`config.mk`:
```
export PLATFORM = sky130hd
export DESIGN_NAME = ll_detect_ctrl
export DESIGN_NICKNAME = d
export VERILOG_FILES = /design/src/rtl/ll_detect_ctrl.sv
export SDC_FILE = /design/constraint.sdc
export NUM_CORES = 1
export LEC_CHECK = 0
export CAP_MARGIN = 20
export CORE_ASPECT_RATIO = 0.6
export CORE_MARGIN = 10
export CORE_UTILIZATION = 35
export CTS_BUF_LIST = sky130_fd_sc_hd__clkbuf_8
export CTS_CLUSTER_SIZE = 24
export DETAILED_ROUTE_END_ITERATION = 8
export PLACE_DENSITY = 0.69
export SLEW_MARGIN = 10
export SYNTH_ARGS = -nofsm -noshare
export SYNTH_HDL_FRONTEND = slang
export SYNTH_SLANG_ARGS = --single-unit
```
`constraint.sdc`:
```
create_clock -name clk -period 3.1 [get_ports clk]
set_clock_uncertainty 0.2 [all_clocks]
set_input_delay 0.31 -clock clk [delete_from_list [all_inputs] [get_ports clk]]
set_output_delay 0.31 -clock clk [all_outputs]
set_load 0.01 [all_outputs]
```
`src/rtl/ll_detect_ctrl.sv`:
```
// ll_detect_ctrl
// Detection controller that sits downstream of the windowed line-length sum.
// Each accepted sample (rst=0, en=0, sum_valid=1) is compared against signed
// onset/offset thresholds with hysteresis. Onset and offset must persist for
// n_on / n_off consecutive windows, and a holdoff of holdoff_len windows
// follows every offset.
//
// Ports:
//   clk, rst        clock, synchronous active-high reset (overrides en)
//   en              active-low enable; high freezes state and drops samples
//   sum_in          signed windowed sum
//   sum_valid       single-cycle qualifier for sum_in
//   thr_on, thr_off signed onset / offset thresholds (sampled live)
//   n_on, n_off     consecutive-window requirements (0 behaves as 1)
//   holdoff_len     valid windows ignored after an offset
//   detect          high while in DETECT
//   detect_start    one-cycle pulse after the sample that enters DETECT
//   detect_end      one-cycle pulse after the sample that leaves DETECT
//   event_count     saturating count of DETECT entries
//   state           IDLE=0, ONSET=1, DETECT=2, HOLDOFF=3
module ll_detect_ctrl #(
  parameter int SUM_WIDTH = 64,
  parameter int CNT_WIDTH = 8,
  parameter int EVT_WIDTH = 16
) (
  input  logic                 clk,
  input  logic                 rst,
  input  logic                 en,
  input  logic [SUM_WIDTH-1:0] sum_in,
  input  logic                 sum_valid,
  input  logic [SUM_WIDTH-1:0] thr_on,
  input  logic [SUM_WIDTH-1:0] thr_off,
  input  logic [CNT_WIDTH-1:0] n_on,
  input  logic [CNT_WIDTH-1:0] n_off,
  input  logic [CNT_WIDTH-1:0] holdoff_len,
  output logic                 detect,
  output logic                 detect_start,
  output logic                 detect_end,
  output logic [EVT_WIDTH-1:0] event_count,
  output logic [1:0]           state
);

  typedef enum logic [1:0] {
    IDLE    = 2'd0,
    ONSET   = 2'd1,
    DETECT  = 2'd2,
    HOLDOFF = 2'd3
  } st_t;

  st_t                 st_q, st_d;
  logic [CNT_WIDTH-1:0] cnt_q, cnt_d;
  logic                 enter, leave;

  // cnt+1 kept one bit wider so the >= compares never see a wrapped value
  logic [CNT_WIDTH:0]   cnt_inc;
  logic [CNT_WIDTH-1:0] cnt_sat;
  logic [CNT_WIDTH:0]   non_eff, noff_eff, hold_ext;
  logic                 above, below, accept;

  assign cnt_inc  = {1'b0, cnt_q} + 1'b1;
  assign cnt_sat  = cnt_inc[CNT_WIDTH] ? '1 : cnt_inc[CNT_WIDTH-1:0];
  assign non_eff  = (n_on  == '0) ? (CNT_WIDTH+1)'(1) : {1'b0, n_on};
  assign noff_eff = (n_off == '0) ? (CNT_WIDTH+1)'(1) : {1'b0, n_off};
  assign hold_ext = {1'b0, holdoff_len};
  assign above    = $signed(sum_in) > $signed(thr_on);
  assign below    = $signed(sum_in) < $signed(thr_off);
  assign accept   = sum_valid & ~en;

  always_comb begin
    st_d  = st_q;
    cnt_d = cnt_q;
    enter = 1'b0;
    leave = 1'b0;
    case (st_q)
      IDLE: begin
        cnt_d = '0;
        if (above) begin
          if (non_eff == (CNT_WIDTH+1)'(1)) begin
            st_d  = DETECT;
            enter = 1'b1;
          end else begin
            st_d  = ONSET;
            cnt_d = CNT_WIDTH'(1);
          end
        end
      end
      ONSET: begin
        if (above) begin
          if (cnt_inc >= non_eff) begin
            st_d  = DETECT;
            cnt_d = '0;
            enter = 1'b1;
          end else begin
            cnt_d = cnt_sat;
          end
        end else begin
          st_d  = IDLE;
          cnt_d = '0;
        end
      end
      DETECT: begin
        if (below) begin
          if (cnt_inc >= noff_eff) begin
            st_d  = (holdoff_len == '0) ? IDLE : HOLDOFF;
            cnt_d = '0;
            leave = 1'b1;
          end else begin
            cnt_d = cnt_sat;
          end
        end else begin
          cnt_d = '0;
        end
      end
      HOLDOFF: begin
        // sum_in is deliberately ignored here
        if (cnt_inc >= hold_ext) begin
          st_d  = IDLE;
          cnt_d = '0;
        end else begin
          cnt_d = cnt_sat;
        end
      end
      default: begin
        st_d  = IDLE;
        cnt_d = '0;
      end
    endcase
  end

  always_ff @(posedge clk) begin
    if (rst) begin
      st_q         <= IDLE;
      cnt_q        <= '0;
      detect_start <= 1'b0;
      detect_end   <= 1'b0;
      event_count  <= '0;
    end else begin
      // pulses self-clear every clock, independent of en
      detect_start <= 1'b0;
      detect_end   <= 1'b0;
      if (accept) begin
        st_q         <= st_d;
        cnt_q        <= cnt_d;
        detect_start <= enter;
        detect_end   <= leave;
        if (enter && event_count != '1)
          event_count <= event_count + 1'b1;
      end
    end
  end

  assign detect = (st_q == DETECT);
  assign state  = st_q;

endmodule
```
==> reports/qor.yml <==
outcome:
  status: "finished clean"
clock_network:
  clock_tree.root_cell: "clkbuf_8"
  cts.clk_slew.worst_paths_ns: 0.10
  cts-htree-levels: 1
  clk_latency_ns: 0.29
  cts_made_buffers: 3
  tritoncts: "done"
  ctsHoldBuffers: 0
  clock_path_buffers: 2
  cts_sinks: 28
routing:
  routed_wl_um: 23170
  drt_iter0_markers: 276
  remaining_drc_errors: 0
  firstDrtPassIters: 4
  viasPerCell: 4.985
  wl_per_cell_um: 17.82
  ant_nets: 0
  dr_total_vias: 6481
synth:
  ys_top_cells_by_area: "ha_1, inv_1, dfxtp_1, a21oi_1, nand2_1"
  synth_compound_area_frac: 0.1792
  ys_seq_area_frac: 0.1041
  synth_common_cells: "inv_1, ha_1, a21oi_1"
  synth_top_family_by_area: "adder cells"
  synth.most_common_cell: "inv_1"
  synth_mux_area_frac: 0.001859
  synth_fa_ha_area_frac: 0.3556
  netlist_instances: 736
  synth_edf_count: 0
  synthSimpleGateAreaFrac: 0.2099
  yosysTopAreaCellShare: 0.3556
  synthXorXnorAreaFrac: 0.02603
  syn_area_sq_mm: 0.005384
  ys.flop_type: "dfxtp_1"
  yosysTopAreaCell: "ha_1"
  avgSynthCellArea_sq_um: 7.315
  synth_cell_types: 59
  async_reset_ff_frac: 0
  syn-num-nets: 1109
  ys_warn_count: 0
  ys_ff_latch: 28
global_route:
  grt-ovfl-total: 0
  grt_antenna_before_repair: 1
  grt_pass1_vias: 6316
  grt_max_degree: 17
  met3_usage: 0.04141
  grt_util_all_layers: 0.2002
  grt_pass1_wl_um: 34260
  grt-busiest-layer: "met2"
  met1_usage: 0.2811
  grtUsageMet2: 0.3212
timing:
  min_period_ns: 3.082
  setup-violations-final: 0
  slew_headroom: 0.5955
  tns_ns: 0
  slew_viol_final: 0
  hold_viol: 0
  whs_ns: 0.2812
  rsz0062_at_grt: "true"
  tightest_slew_ns: 0.6013
  setup_slack_ns: 0.01844
  timing.fmax_ghz: 0.3245
  period_share: 0.9941
setup_path:
  reg2reg_slack_ns: 0.13
  rr_startpoint: "cnt_q[4]"
  crit_top_cell: "buf_4"
  timing.rr.end: "event_count[14]"
  slowest_stage: "nor4_4"
  crit_buf_inv: 5
  critPathKind: "in2reg"
  cp-end-kind: "register"
  path_cells: "clkdlybuf4s15_1, ha_4, nand4_1, nor4_4, nand3_2, buf_4, buf_4, buf_4, o2111ai_1, a21o_1, o21ai_4, buf_4, nor3_2, nand3_1, a21oi_2"
  crit_path_start_kind: "primary input"
  cpPeakStageDelay_ns: 0.35
  worst-endpoint-required_ns: 3.13
  cp_max_fo: 6
  worstPathArrival_ns: 3.11
  r2r_cells: 14
  crit_family: "simple AND/OR/NAND/NOR gates"
die:
  die_area_sq_mm: 0.02091
  num_rows: 34
  die_h_um: 116.1
  core_region_area_sq_mm: 0.01476
  die_x_um: 180.1
  pin_count: 241
  start_util: 0.3647
final_layout:
  syn_to_final_growth_pct: 85.17
  nNetsFinal: 1475
  drive_above_1_share: 0.2688
hold_path:
  hold_depth: 2
  hold_end: "cnt_q[4]"
  worstHoldPathType: "reg2reg"
  hp-start: "cnt_q[4]"
pwr:
  ir_drop_v: 0.0001483
  total_power_mw: 1.801
  power_density_mw_per_mm2: 180.7
  power.leakage_nw: 5.056
place:
  dp_slack_ns: -0.7111
  port_buffers: 240
  dp_hpwl_um: 19420
  gp_congestion: 0.8963
flow_run:
  max_cap_violations: 0
[worst max path at each step]
stage               start         endpoint  slack [ns]  cells past startpoint
6_report       sum_in[41]  event_count[12]        0.02                     15
5_1_grt        thr_off[8]         state[0]       -0.08                     13
4_1_cts        thr_on[14]         state[1]       -0.01                     15
3_5_place_dp   thr_on[58]   event_count[7]       -0.71                     12
3_3_place_gp   sum_in[62]         cnt_q[3]       -0.61                     12
2_1_floorplan  thr_on[47]   event_count[7]        0.22                     11
[worst register-to-register path, cell delays in order, from the launching register on]
cell and delay, ns:
dfxtp_2 0.35, and3_1 0.19, and3_4 0.18, xor2_1 0.15
ha_1 0.30, nand4_1 0.08, o21ai_1 0.16, o221ai_1 0.15
nand4b_1 0.20, nand4_1 0.13, buf_6 0.18, buf_8 0.15
nor4_4 0.25, xnor2_1 0.14, nor2_1 0.05
[cell usage in the layout, fill, tap and decap left out, types with 26 or more instances in the layout]
master | netlist | layout
clkdlybuf4s50_1 | 0 | 157
inv_1 | 168 | 129
buf_4 | 1 | 120
ha_1 | 153 | 112
a21oi_1 | 65 | 58
nand2_1 | 53 | 48
nor2_1 | 43 | 42
dlymetal6s2s_1 | 0 | 42
ha_4 | 0 | 41
inv_2 | 0 | 38
nand4_1 | 26 | 26
[stage by stage]
stage          instance area, sq um  instances  utilization
4_1_cts                        9290       1289       0.6293
3_5_place_dp                   8781       1272       0.5948
2_1_floorplan                  5384        736            -
3_3_place_gp                   8781       1272       0.5948
5_1_grt                        9970       1300       0.6754
6_report                       9970       1300       0.6754
[sequential cells by signal (all words and copies together), names as in the netlist]
register      count
detect_start      1
state             2
detect_end        1
event_count      16
cnt_q             8
[timing repair]
action	CTS	global route
gates resized for setup	107	195
endpoints found under the setup margin	28	28
pin swaps	22	66
buffers inserted	13	13
[routing by layer]
metal,vias up,wire (um),part of all wire
li1,3312,-,-
met1,2977,11460,0.49
met2,180,10440,0.45
met3,12,1125,0.049
met4,0,144,0.0062
met5,-,0,0
[where the power goes]
part           switching (mW)  internal, mW  leakage [nW]
Clock                   0.127         0.174        0.0357
Sequential            0.00909         0.366         0.228
Combinational           0.499         0.627          4.79
[kinds of logic (layout without fill, tap and decap cells)]
kind of cell / after synthesis / after routing
buffers and inverters: 174 / 539
DFF: 28 / 28
xor gates and xnor gates: 16 / 16
and+or+nand+nor: 208 / 208
muxes: 1 / 1
adders and majority gates: 153 / 153
AOI/OAI and AO/OA: 156 / 156
other: 0 / 1
[final cells by class]
cell class,instances,area [sq um]
well taps,198,247.7
clock buffers,3,41.29
repair buffers,367,3393
inverters,168,633.1
multi-input cells,534,5054
flip-flops and latches,28,568.0
fillers,1245,4792
clock inverters,1,30.03
diodes,1,2.502
No activity file was read; power rests on OpenSTA's default activity.
